===== config.mk =====
export PLATFORM = sky130hd
export DESIGN_NAME = led_seq
export DESIGN_NICKNAME = d
export VERILOG_FILES = /design/src/rtl/led_seq.sv
export SDC_FILE = /design/constraint.sdc
export NUM_CORES = 1
export LEC_CHECK = 0
export CAP_MARGIN = 25
export CORE_MARGIN = 2
export CORE_UTILIZATION = 55
export CTS_CLUSTER_SIZE = 20
export DETAILED_ROUTE_END_ITERATION = 12
export PLACE_DENSITY_LB_ADDON = 0.2
export SYNTH_ARGS = -nofsm -noshare
export SYNTH_HDL_FRONTEND = slang
export SYNTH_SLANG_ARGS = --single-unit

===== constraint.sdc =====
create_clock -name clk -period 3.2 [get_ports clk]
set_clock_uncertainty 0.05 [all_clocks]
set_input_delay 0.96 -clock clk [delete_from_list [all_inputs] [get_ports clk]]
set_output_delay 0.96 -clock clk [all_outputs]
set_load 0.05 [all_outputs]

===== src/rtl/led_seq.sv =====
// LED pattern sequencer: prescaled stepping through shift-left, shift-right,
// bounce and fill patterns, with run/pause and selectable output polarity.
module led_seq #(
    parameter int unsigned      LED_NUM    = 4,
    parameter int unsigned      CNT_W      = 25,
    parameter logic [CNT_W-1:0] CNT_MAX    = 25'd11_999_999,
    parameter bit               ACTIVE_LOW = 1'b0
) (
    input  logic               clk,
    input  logic               rst_n,
    input  logic               en,
    input  logic [1:0]         mode,
    output logic [LED_NUM-1:0] led_out,
    output logic               step_tick,
    output logic               wrap
);

    typedef enum logic [1:0] {
        MODE_SHIFT_L = 2'd0,
        MODE_SHIFT_R = 2'd1,
        MODE_BOUNCE  = 2'd2,
        MODE_FILL    = 2'd3
    } mode_t;

    localparam logic [LED_NUM-1:0] PAT_LSB  = LED_NUM'(1);
    localparam logic [LED_NUM-1:0] PAT_MSB  = {1'b1, {(LED_NUM-1){1'b0}}};
    localparam logic [LED_NUM-1:0] PAT_ONES = {LED_NUM{1'b1}};
    localparam logic [LED_NUM-1:0] POL_MASK = {LED_NUM{ACTIVE_LOW}};

    logic [CNT_W-1:0]   cnt;
    mode_t              mode_q;
    logic [LED_NUM-1:0] pat;
    logic               dir;
    logic               started;

    logic               adv;
    logic               mode_chg;
    logic [LED_NUM-1:0] start_pat;
    logic [LED_NUM-1:0] pat_nxt;
    logic               dir_nxt;

    assign adv       = en && (cnt == CNT_MAX);
    assign mode_chg  = (mode_t'(mode) != mode_q);
    assign start_pat = (mode_q == MODE_SHIFT_R) ? PAT_MSB : PAT_LSB;

    // Next pattern and bounce direction for the current mode.
    always_comb begin
        pat_nxt = start_pat;
        dir_nxt = dir;
        if (pat == '0) begin
            pat_nxt = start_pat;
            dir_nxt = 1'b0;
        end else begin
            case (mode_q)
                MODE_SHIFT_L: pat_nxt = pat[LED_NUM-1] ? PAT_LSB : (pat << 1);
                MODE_SHIFT_R: pat_nxt = pat[0] ? PAT_MSB : (pat >> 1);
                MODE_BOUNCE: begin
                    if (!dir) begin
                        pat_nxt = pat << 1;
                        if (pat_nxt == PAT_MSB) dir_nxt = 1'b1;
                    end else begin
                        pat_nxt = pat >> 1;
                        if (pat_nxt == PAT_LSB) dir_nxt = 1'b0;
                    end
                end
                MODE_FILL: pat_nxt = (pat == PAT_ONES) ? '0 : ((pat << 1) | PAT_LSB);
                default: pat_nxt = start_pat;
            endcase
        end
    end

    // Prescaler, pattern state and registered outputs; mode change beats a step.
    always_ff @(posedge clk or negedge rst_n) begin
        if (!rst_n) begin
            cnt       <= '0;
            mode_q    <= MODE_SHIFT_L;
            pat       <= '0;
            dir       <= 1'b0;
            started   <= 1'b0;
            led_out   <= POL_MASK;
            step_tick <= 1'b0;
            wrap      <= 1'b0;
        end else begin
            step_tick <= 1'b0;
            wrap      <= 1'b0;
            if (mode_chg) begin
                mode_q  <= mode_t'(mode);
                cnt     <= '0;
                pat     <= '0;
                dir     <= 1'b0;
                started <= 1'b0;
                led_out <= POL_MASK;
            end else begin
                if (en) begin
                    cnt <= (cnt == CNT_MAX) ? '0 : cnt + CNT_W'(1);
                end
                if (adv) begin
                    pat       <= pat_nxt;
                    dir       <= dir_nxt;
                    started   <= 1'b1;
                    led_out   <= pat_nxt ^ POL_MASK;
                    step_tick <= 1'b1;
                    wrap      <= started && (pat_nxt == start_pat);
                end
            end
        end
    end

endmodule


==> results by group <==
Cells and area
  – Ratio of cells with drive above 1 in the final layout: 10.3%
  – Post-route insts no fill: 290
  – FF/Latch Area: 876 um2
  – Multi-input combinational cell area: 1130 um2
  – Fin nets: 247
  – Filler cells: 317
  – Diode count: 0
  – Area grow syn2layout: 12.0%

Routing
  – DR vias: 1,788
  – Via/cell ratio: 6.17
  – # DRC: 0
  – Met3 WL: 269 um
  – Total wire length: 4360 um
  – Met2 wire length: 2020 um
  – Antenna-violating nets left: 0
  – Avg WL per Cell: 15.0 um
  – DR pass1 iterations: 4
  – Starting DRT DRC Count: 316
  – Top layer in use: met4
  – M1 WL: 2020 um

CTS
  – Num CTS Buffers: 5
  – Cts repair resizes: 0
  – CTS tree: done
  – Clock latency at the later pin of the worst-skew pair: 290 ps
  – Max H-tree Level: 2
  – Clock Tree Root: clkbuf_8
  – CTS Buffer Depth: 2
  – Clk sinks: 35
  – Clk slew on worst S/H paths: 60 ps
  – # Post-CTS Setup Buffers: 0
  – Hold buffers post-CTS: 0

Floorplan
  – DIE AREA: 4290 um2
  – Die span in x: 65.5 um
  – # rows: 22
  – Die Ht: 65.5 um
  – I/O Pins: 11
  – Initial core utilization: 57.2%
  – Core area: 3630 um2

Placement
  – Gp weighted congestion: 0.890
  – HPWL Detailed: 3080 um
  – Place WS: 300 ps
  – Post-placement cell count: 282
  – Port Buffers: 10

Synth
  – Number of synthesized register bits: 35
  – Yosys warnings: 0
  – Avg Cell Area, Syn: 9.08 um2
  – Net Count, Synth: 235
  – Unique masters post-synth: 48
  – Post-Syn Area: 2080 um2
  – Sequential cell area fraction in the yosys report: 42.1%
  – Syn Inst Count: 229

Worst setup path
  – WS Path Type: reg2out
  – Startpoint types: register
  – CP max FO: 13
  – Critical Path Sink Type: output pin
  – Critical path buffers and inverters: 1
  – CP max-delay cell: clkdlybuf4s50_1
  – Worst EP required: 2190 ps
  – CP Data Arrival Time: 1780 ps
  – CP max stage delay: 890 ps
  – Cells along the critical path: clkdlybuf4s50_1
  – Top Family by Delay on Critical Path: buffers and inverters

Global routing
  – Largest net degree at the start of global routing: 36
  – Vias in the first global route: 1,578
  – Gr ovfl total: 0
  – Initial antenna violation count: 0
  – All-Layer GR Usage: 23.1%
  – Global-route wire length before repair: 7600 um

Pwr
  – Pwr Density: 357 nW/um2
  – Reported leakage power: 0.000903 uW
  – Clock power share: 37.3%
  – Cell Int Power: 624 uW
  – Sw power: 208 uW
  – Logic gate share of total power: 8.4%
  – VDD IR max: 0.274 mV
  – Sequential Power Share: 54.3%
  – Switching share of power: 25.0%

Timing
  – Least-Margin Pin Slew: 500 ps
  – Setup violations, final: 0
  – Fin crit share: 87.1%
  – RSZ-0062 raised after global routing: false
  – Post-layout min period: 2790 ps
  – Max-slew violations: 0
  – Final WS setup: 414 ps
  – WHS: 450 ps
  – Fmax: 359 MHz
  – Setup TNS: 0 ps
  – Worst slew margin: 66.5%
  – Final Hold Vio Count: 0

Outcome
  – Outcome: complete, no violations

Job
  – Max-Cap Viols: 0

Worst hold path
  – Hold Path Class: reg2reg
[cells by family (layout without fill, tap and decap cells)]
logic type                 Yosys count  count (layout)  share of synthesized area [%]
and+or+nand+nor                    116             116                           31.1
AOI/OAI and AO/OA                   38              38                           13.1
DFF                                 35              35                           42.1
xor gates and xnor gates            20              20                           8.43
buffers and inverters               17              30                           3.61
muxes                                2               2                           1.02
adders and majority gates            1               1                          0.602
[metal layers]
layer	track usage, %	vias to the layer above
li1	-	867
met1	32.9	860
met2	36.0	54
met3	4.62	7
met4	6.25	0
met5	0	-
[power by group through the flow]
stage | registers (uW) | clock network (uW) | logic [uW]
3_5_place_dp | 460 | 0 | 71.0
5_1_grt | 452 | 340 | 78.5
6_report | 452 | 310 | 70.3
2_1_floorplan | 455 | 0 | 41.0
3_3_place_gp | 460 | 0 | 70.1
4_1_cts | 451 | 321 | 71.3
[layout make-up]
| class | instances | area share, % |
|---|---|---|
| Clock buffer | 6 | 3.12 |
| Clock inverter | 2 | 0.538 |
| Multi-Input combinational cell | 177 | 48.4 |
| Sequential cell | 35 | 37.6 |
| Tap cell | 48 | 2.58 |
| Timing Repair Buffer | 19 | 7.20 |
| Inverter | 3 | 0.484 |
[sequential cells by signal, summed over array words and instances, names as in the netlist]
signal / cells
mode_q: 2
pat: 4
wrap: 1
cnt: 25
dir: 1
started: 1
step_tick: 1
[placed cells by master, fill, tap and decap left out, drive strengths merged, types with 2 or more instances in the layout]
cell / n
buf: 9
o21ai: 4
nand3: 9
a31oi: 4
nor2: 30
nand2: 20
and4: 4
nor3b: 2
o31ai: 6
nor3: 8
xor2: 8
nor4: 11
a32o: 3
dfrtp: 35
a211oi: 2
or3: 3
xnor2: 12
and3: 8
inv: 3
clkbuf: 6
or4: 4
clkdlybuf4s50: 10
nand4: 10
a21oi: 11
[cell usage after synthesis, drive strengths merged]
| library cell | count | area, um2 |
|---|---|---|
| xnor2 | 12 | 105 |
| a31oi | 4 | 25.0 |
| nor4 | 11 | 83.8 |
| nand4bb | 1 | 11.3 |
| a211o | 1 | 8.76 |
| and2 | 1 | 6.26 |
| and4b | 1 | 10.0 |
| clkbuf | 12 | 45.0 |
| o2bb2ai | 1 | 8.76 |
| a21oi | 11 | 55.1 |
| a41oi | 1 | 8.76 |
| buf | 2 | 18.8 |
| dfrtp | 35 | 876 |
| o21ai | 4 | 20.0 |
| ha | 1 | 12.5 |
| nand2 | 20 | 75.1 |
| mux2i | 1 | 10.0 |
| o21ba | 1 | 10.0 |
| mux2 | 1 | 11.3 |
| or3 | 3 | 20.0 |
| or4 | 4 | 33.8 |
| or3b | 1 | 8.76 |
| nor3b | 2 | 15.0 |
| or4b | 1 | 10.0 |
| xor2 | 8 | 70.1 |
| a31o | 1 | 8.76 |
| o22ai | 1 | 6.26 |
| and4 | 4 | 36.3 |
| nand3 | 9 | 45.0 |
| a32o | 3 | 30.0 |
| nor3 | 8 | 51.3 |
| nand3b | 1 | 7.51 |
| and3 | 8 | 50.1 |
| o31ai | 6 | 58.8 |
| nor2b | 1 | 6.26 |
| nand4 | 10 | 62.6 |
| a211oi | 2 | 15.0 |
| a221oi | 1 | 8.76 |
| nor2 | 30 | 113 |
| inv | 3 | 11.3 |
| a2bb2oi | 1 | 8.76 |
[final timing paths]
| path | startpoint | endpoint | slack [ps] | cells after the start |
|---|---|---|---|---|
| max in group asynchronous | rst_n | cnt[20] | 1760 | 2 |
| hold reg to reg | started | started | 450 | 2 |
| min in group asynchronous | rst_n | cnt[6] | 1020 | 2 |
| setup / recovery | pat[0] | led_out[0] | 410 | 1 |
| setup reg to reg | cnt[15] | cnt[10] | 830 | 5 |
| hold / removal | started | started | 450 | 2 |
[through the flow]
stage          area, um2  utilization [%]  total power, uW
6_report            2330             64.0              832
5_1_grt             2330             64.0              870
4_1_cts             2330             64.0              844
3_5_place_dp        2240             61.7              531
3_3_place_gp        2240             61.7              530
2_1_floorplan       2080                -              496
No activity file was read; power rests on OpenSTA's default activity.
